$ cat config.mk
export PLATFORM = sky130hd
export DESIGN_NAME = apb_mem_slave
export DESIGN_NICKNAME = d
export VERILOG_FILES = /design/src/rtl/apb_pkg.sv /design/src/rtl/apb_mem_slave_ram.sv /design/src/rtl/apb_mem_slave.sv
export SDC_FILE = /design/constraint.sdc
export NUM_CORES = 2
export LEC_CHECK = 0
export CELL_PAD_IN_SITES_DETAIL_PLACEMENT = 0
export CELL_PAD_IN_SITES_GLOBAL_PLACEMENT = 1
export CORE_UTILIZATION = 41
export DETAILED_ROUTE_END_ITERATION = 7
export PLACE_DENSITY = 0.58
export SETUP_SLACK_MARGIN = 0.05
export SLEW_MARGIN = 20
export SYNTH_ARGS = -nofsm -noshare
export SYNTH_HDL_FRONTEND = slang
export SYNTH_HIERARCHICAL = 1
export SYNTH_SLANG_ARGS = --single-unit
export TNS_END_PERCENT = 10
$ cat constraint.sdc
create_clock -name PCLK -period 13.5 [get_ports PCLK]
set_input_delay 1.35 -clock PCLK [delete_from_list [all_inputs] [get_ports PCLK]]
set_output_delay 1.35 -clock PCLK [all_outputs]
set_load 0.02 [all_outputs]
$ cat src/rtl/apb_pkg.sv
// Shared APB completer definitions: FSM states, default widths and address error decode.
package apb_pkg;

  localparam int unsigned APB_ADDR_WIDTH = 32;
  localparam int unsigned APB_DATA_WIDTH = 32;

  typedef enum logic [1:0] {
    StIdle,
    StWait,
    StAccess
  } apb_state_e;

  // Byte address is bad when not word aligned or beyond the last word of a depth-word memory.
  function automatic logic addr_err(input logic [63:0] addr, input int unsigned depth);
    return (addr[1:0] != 2'b00) || (addr >= (64'(depth) << 2));
  endfunction

endpackage

$ cat src/rtl/apb_mem_slave_ram.sv
// Single-port word RAM with a registered, resettable read port and a write enable.
module apb_mem_slave_ram #(
  parameter int unsigned DATA_WIDTH = 32,
  parameter int unsigned DEPTH      = 64
) (
  input  logic                       clk,
  input  logic                       rst,
  input  logic                       rd_en,
  input  logic                       wr_en,
  input  logic [$clog2(DEPTH)-1:0]   addr,
  input  logic [DATA_WIDTH-1:0]      wdata,
  output logic [DATA_WIDTH-1:0]      rdata
);

  logic [DATA_WIDTH-1:0] mem [DEPTH];

  // Storage array; contents are deliberately not reset.
  always_ff @(posedge clk) begin
    if (wr_en) begin
      mem[addr] <= wdata;
    end
  end

  // Read register only updates on a read strobe, so the last result is held.
  always_ff @(posedge clk) begin
    if (rst) begin
      rdata <= '0;
    end else if (rd_en) begin
      rdata <= mem[addr];
    end
  end

endmodule

$ cat src/rtl/apb_mem_slave.sv
// APB3 completer in front of a word-addressed memory with configurable wait states.
module apb_mem_slave
  import apb_pkg::*;
#(
  parameter int unsigned DATA_WIDTH  = APB_DATA_WIDTH,
  parameter int unsigned ADDR_WIDTH  = APB_ADDR_WIDTH,
  parameter int unsigned DEPTH       = 64,
  parameter int unsigned WAIT_STATES = 1
) (
  input  logic                  PCLK,
  input  logic                  PRESET,
  input  logic                  PSEL,
  input  logic                  PENABLE,
  input  logic                  PWRITE,
  input  logic [ADDR_WIDTH-1:0] PADDR,
  input  logic [DATA_WIDTH-1:0] PWDATA,
  output logic                  PREADY,
  output logic [DATA_WIDTH-1:0] PRDATA,
  output logic                  PSLVERR
);

  localparam int unsigned IdxW = $clog2(DEPTH);

  apb_state_e            state_q, state_d;
  logic [3:0]            cnt_q, cnt_d;
  logic [IdxW-1:0]       idx_q, idx_d;
  logic                  write_q, write_d;
  logic                  err_q, err_d;
  logic                  setup;
  logic                  xfer;
  logic                  rd_en;
  logic                  wr_en;
  logic [IdxW-1:0]       ram_addr;
  logic [DATA_WIDTH-1:0] ram_rdata;

  assign setup = PSEL & ~PENABLE;
  assign xfer  = PSEL & PENABLE;

  // Next-state, transfer latching and RAM strobes.
  always_comb begin
    state_d = state_q;
    cnt_d   = cnt_q;
    idx_d   = idx_q;
    write_d = write_q;
    err_d   = err_q;
    rd_en   = 1'b0;
    wr_en   = 1'b0;
    case (state_q)
      StIdle: begin
        // PENABLE without a preceding setup cycle is ignored here.
        if (setup) begin
          idx_d   = PADDR[IdxW+1:2];
          write_d = PWRITE;
          err_d   = addr_err(64'(PADDR), DEPTH);
          cnt_d   = 4'(WAIT_STATES);
          rd_en   = 1'b1;
          state_d = (WAIT_STATES == 0) ? StAccess : StWait;
        end
      end
      StWait: begin
        if (!PSEL) begin
          state_d = StIdle;
          cnt_d   = 4'd0;
        end else if (PENABLE) begin
          if (cnt_q <= 4'd1) begin
            state_d = StAccess;
            cnt_d   = 4'd0;
          end else begin
            cnt_d = cnt_q - 4'd1;
          end
        end
      end
      StAccess: begin
        // Completion or abort both end the transfer; only a real completion writes.
        wr_en   = xfer & write_q & ~err_q;
        state_d = StIdle;
      end
      default: state_d = StIdle;
    endcase
  end

  // FSM and transfer registers.
  always_ff @(posedge PCLK) begin
    if (PRESET) begin
      state_q <= StIdle;
      cnt_q   <= 4'd0;
      idx_q   <= '0;
      write_q <= 1'b0;
      err_q   <= 1'b0;
    end else begin
      state_q <= state_d;
      cnt_q   <= cnt_d;
      idx_q   <= idx_d;
      write_q <= write_d;
      err_q   <= err_d;
    end
  end

  // Reads use the live bus address on the setup edge; writes use the latched index.
  assign ram_addr = (state_q == StIdle) ? PADDR[IdxW+1:2] : idx_q;

  apb_mem_slave_ram #(
    .DATA_WIDTH(DATA_WIDTH),
    .DEPTH     (DEPTH)
  ) u_ram (
    .clk  (PCLK),
    .rst  (PRESET),
    .rd_en(rd_en),
    .wr_en(wr_en),
    .addr (ram_addr),
    .wdata(PWDATA),
    .rdata(ram_rdata)
  );

  assign PREADY  = (state_q == StAccess);
  assign PSLVERR = (state_q == StAccess) & err_q;
  assign PRDATA  = err_q ? '0 : ram_rdata;

endmodule
==> results by group <==
Drt
  • Count of unresolved DRC violations after routing: 0
  • Per-cell routed wire length: just under 40 um
  • TritonRoute pass-1 iters: 6
  • Via-per-instance ratio: around 6.4
  • Initial drt markers: slightly above 7000
  • Wire length reported by the detailed router: approximately 300000 um
  • Remaining antenna violation count: 0
  • Via count of the routed design: around 48000

Floorplanning
  • Num rows: approximately 160
  • Vertical extent of the die: ~450 um
  • Initial core utilization: 0.414
  • Die Wd: between 400 and 500 um
  • Core outline area: approximately 200000 sq um
  • Number of I/O pins: roughly 100
  • Area of the die: about 200000 sq um

Logic synthesis
  • Cells taking the most area after synthesis: sky130_fd_sc_hd__edfxtp_1, sky130_fd_sc_hd__mux4_2, sky130_fd_sc_hd__a221oi_1, sky130_fd_sc_hd__mux2i_1, sky130_fd_sc_hd__mux2_2
  • Mapped Nets: 4521
  • EDFF count, synth: just over 2000
  • Part of the Yosys area used for sequential elements: 0.771
  • Post-synthesis instance area: ~80000 sq um
  • Number of standard cells after synthesis: around 4500
  • Number of distinct library cells after synthesis: 87
  • Yosys warning count: 6
  • Top cell type by total area after synthesis: sky130_fd_sc_hd__edfxtp_1
  • Share of flip-flops with an asynchronous set or reset after synthesis: 0
  • Most used DFF post-synth: sky130_fd_sc_hd__edfxtp_1
  • #FFs+latches synth: ~2100
  • Area share of the largest cell type after synthesis: 0.759
  • Average cell area after synthesis: 18.2 sq um

Min path
  • Origin of the worst min-delay path: write_q$_SDFFE_PP0P_
  • Hold Crit Depth: 2
  • Worst min path class: reg -> reg
  • Worst Hold Path EP: write_q$_SDFFE_PP0P_

Clocking
  • Clock insertion delay at the later pin of the skew report: roughly 900 ps
  • Sinks on the clock net: roughly 2100
  • H-tree level count: 4
  • Count of hold-fix buffers inserted at cts: 0
  • Clock edge transition at the registers on the reported setup and hold paths: approximately 60 ps
  • Largest buffer count on any clock path: 3
  • Cts bufs inserted: ~220
  • Clock tree from TritonCTS: done
  • CTS resizes: 0
  • Setup bufs post-CTS: 0
  • Root buf cell: sky130_fd_sc_hd__clkbuf_16

Critical path
  • Worst Path Class, Setup: in -> reg
  • Cells along the critical path: clkdlybuf4s50_1, mux2_8, buf_4, or2_2, nor2_2, nand2_1, nor2_4, buf_4
  • Slowest cell on crit path: sky130_fd_sc_hd__nor2_2
  • End of the worst register-to-register path: u_ram/mem[60][21]$_DFFE_PP_
  • Cell family with most CP delay: simple AND/OR/NAND/NOR gates
  • Worst endpoint required time: 14000 ps
  • Worst reg-to-reg setup slack: roughly 7600 ps
  • Buf/Inv on CP: 3
  • Reg2reg path depth: 8
  • Largest driver fanout on the critical path: between 60 and 70
  • Nature of the critical path startpoint: primary input
  • Launch instance of the worst register-to-register path: state_q[1]$_SDFFE_PP0P_
  • Critical path's largest stage delay: between 1000 and 1500 ps
  • Library cell appearing most often on the critical path: sky130_fd_sc_hd__buf_4
  • Endpoint kind of the worst setup timing path: flop
  • Worst endpoint data arrival time: 6650 ps

Place
  • Number of buffer cells added on primary ports: a little over 100
  • Post-detailed-placement half-perimeter wirelength: 166000 um
  • Final estimated routing congestion in global placement: around 0.85

Power and ir drop
  • Total Power Consumption: between 10 and 15 mW
  • Power density over the cells: 152 nW/um^2
  • Largest vdd supply drop: ~100 uV
  • Leakage power summed over all cells: between 20 and 30 nW

Timing
  • Timing-limited maximum frequency: roughly 160 MHz
  • Total negative slack: 0 ps
  • Worst slew margin relative to its limit: 0.147
  • # setup viols final: 0
  • Final slew viol count: 0
  • Setup skew after layout: between 50 and 60 ps
  • Unrepaired setup endpoints after global routing: no
  • Final clock period utilization by the worst path: 0.456
  • Least-Margin Pin Slew: between 1000 and 1500 ps
  • Period minus WS final: between 6000 and 7000 ps
  • Final number of hold-violating endpoints: 0

Global route
  • Initial antenna violation count: 25
  • Largest net degree at the start of global routing: approximately 100
  • Global route overflow: 0
  • Total GRT Usage: 0.291
  • Number of global-route vias before repair: roughly 45000
  • Global-route wire length before repair: 396000 um

Finish
  • Final nets: about 4700
  • Footprint of the flip-flops and latches: 62400 sq um
  • Share of final-layout standard cells stronger than drive strength 1: 0.188
  • Syn-to-layout area delta: 14.0%
  • Multi-input combinational cell area: roughly 17000 sq um
  • Filler cell count: 16500

Status
  • Run status: finished, final reports clean

Flow run
  • Max Cap Viol: 0
routing by layer:
layer,up-vias,part of all wire,global-route usage
li1,18900,-,-
met1,25700,0.42,0.429
met2,2757,0.44,0.432
met3,445,0.10,0.0609
met4,10,0.031,0.0896
met5,-,0.00023,0
area by class of cell:
type,instances,area share
Antenna cell,10,0.000271
Tap cell,2624,0.0355
Inverter,9,0.000488
Clock buffer,293,0.0629
Timing Repair Buffer,287,0.0257
Clock inverter,111,0.0113
Multi-Input combinational cell,2037,0.188
Sequential cell,2094,0.676
flip-flops by register name (all words and copies together) (netlist names):
signal       count
cnt_q            4
err_q            1
idx_q            6
state_q          2
u_ram/mem     2048
u_ram/rdata     32
write_q          1
cell usage after synthesis (all sizes together), types with 77 or more instances:
| master | instances |
|---|---|
| a21oi | 125 |
| a221oi | 256 |
| a22oi | 169 |
| buf | 233 |
| clkbuf | 77 |
| edfxtp | 2048 |
| mux2 | 180 |
| mux2i | 200 |
| mux4 | 120 |
| nand2 | 128 |
| nor2 | 216 |
| o21ai | 117 |
| o22ai | 109 |
power by group:
part           switching (mW)  internal (mW)  total [mW]
Sequential             0.0148           7.14        7.16
Clock                    2.55           3.26        5.81
Combinational           0.804          0.300        1.10
Total                    3.37           10.7        14.1
through the flow:
step / utilization / area, sq um / hold WS, ps / worst slack, ps / instances
floorplan: - / 81000 / 432 / 7930 / 4450
global placement: 0.437 / 85400 / 439 / 6300 / 7046
detailed placement: 0.437 / 85500 / 449 / 6700 / 7050
CTS: 0.472 / 92300 / 457 / 7580 / 7454
global route: 0.472 / 92300 / 475 / 7480 / 7459
finish: 0.472 / 92400 / 454 / 7350 / 7465
placed cells by master, fill, tap and decap left out, drive strengths merged, types with 11 or more instances in the layout:
cell / instances
nor2b: 40
inv: 12
edfxtp: 2048
a22o: 35
buf: 217
a311oi: 18
a222oi: 18
nor3: 26
nand2: 128
mux2i: 200
a22oi: 169
nor2: 216
clkdlybuf4s50: 69
a221o: 29
o21ai: 117
nand3: 19
a211oi: 20
a31oi: 19
dfxtp: 46
o22ai: 109
and3: 12
clkbuf: 294
o2bb2ai: 19
o221ai: 11
bufinv: 13
mux2: 180
a21oi: 125
mux4: 120
a221oi: 256
clkinv: 93
tightest hold or removal path, cell delays in order, from the launching register on:
cell	delay [ps]
sky130_fd_sc_hd__dfxtp_1	300
sky130_fd_sc_hd__nand2_1	50
sky130_fd_sc_hd__a21oi_1	50
worst max-delay path by stage:
| stage | from | to | slack [ps] | cells after the start |
|---|---|---|---|---|
| 2_1_floorplan | PADDR[6] | u_ram/mem[33][0]$_DFFE_PP_ | 7930 | 8 |
| 3_3_place_gp | PADDR[2] | u_ram/mem[5][16]$_DFFE_PP_ | 6300 | 8 |
| 3_5_place_dp | PADDR[2] | u_ram/mem[60][27]$_DFFE_PP_ | 6700 | 8 |
| 4_1_cts | PADDR[2] | u_ram/mem[60][15]$_DFFE_PP_ | 7580 | 8 |
| 5_1_grt | PADDR[2] | u_ram/rdata[22]$_SDFFE_PP0P_ | 7480 | 10 |
| 6_report | PADDR[2] | u_ram/mem[60][21]$_DFFE_PP_ | 7350 | 8 |
logic make-up after synthesis:
| group | after synthesis | synth area share |
|---|---|---|
| flip-flops | 2094 | 0.771 |
| AO/OA/AOI/OAI | 1028 | 0.0938 |
| AND/OR/NAND/NOR | 506 | 0.0291 |
| multiplexers | 500 | 0.0832 |
| buffers and inverters | 319 | 0.0228 |
| adder cells (fa/ha/maj) | 2 | 0.000309 |
| XOR/XNOR | 1 | 0.000108 |
(Power assumes the default switching activity.)
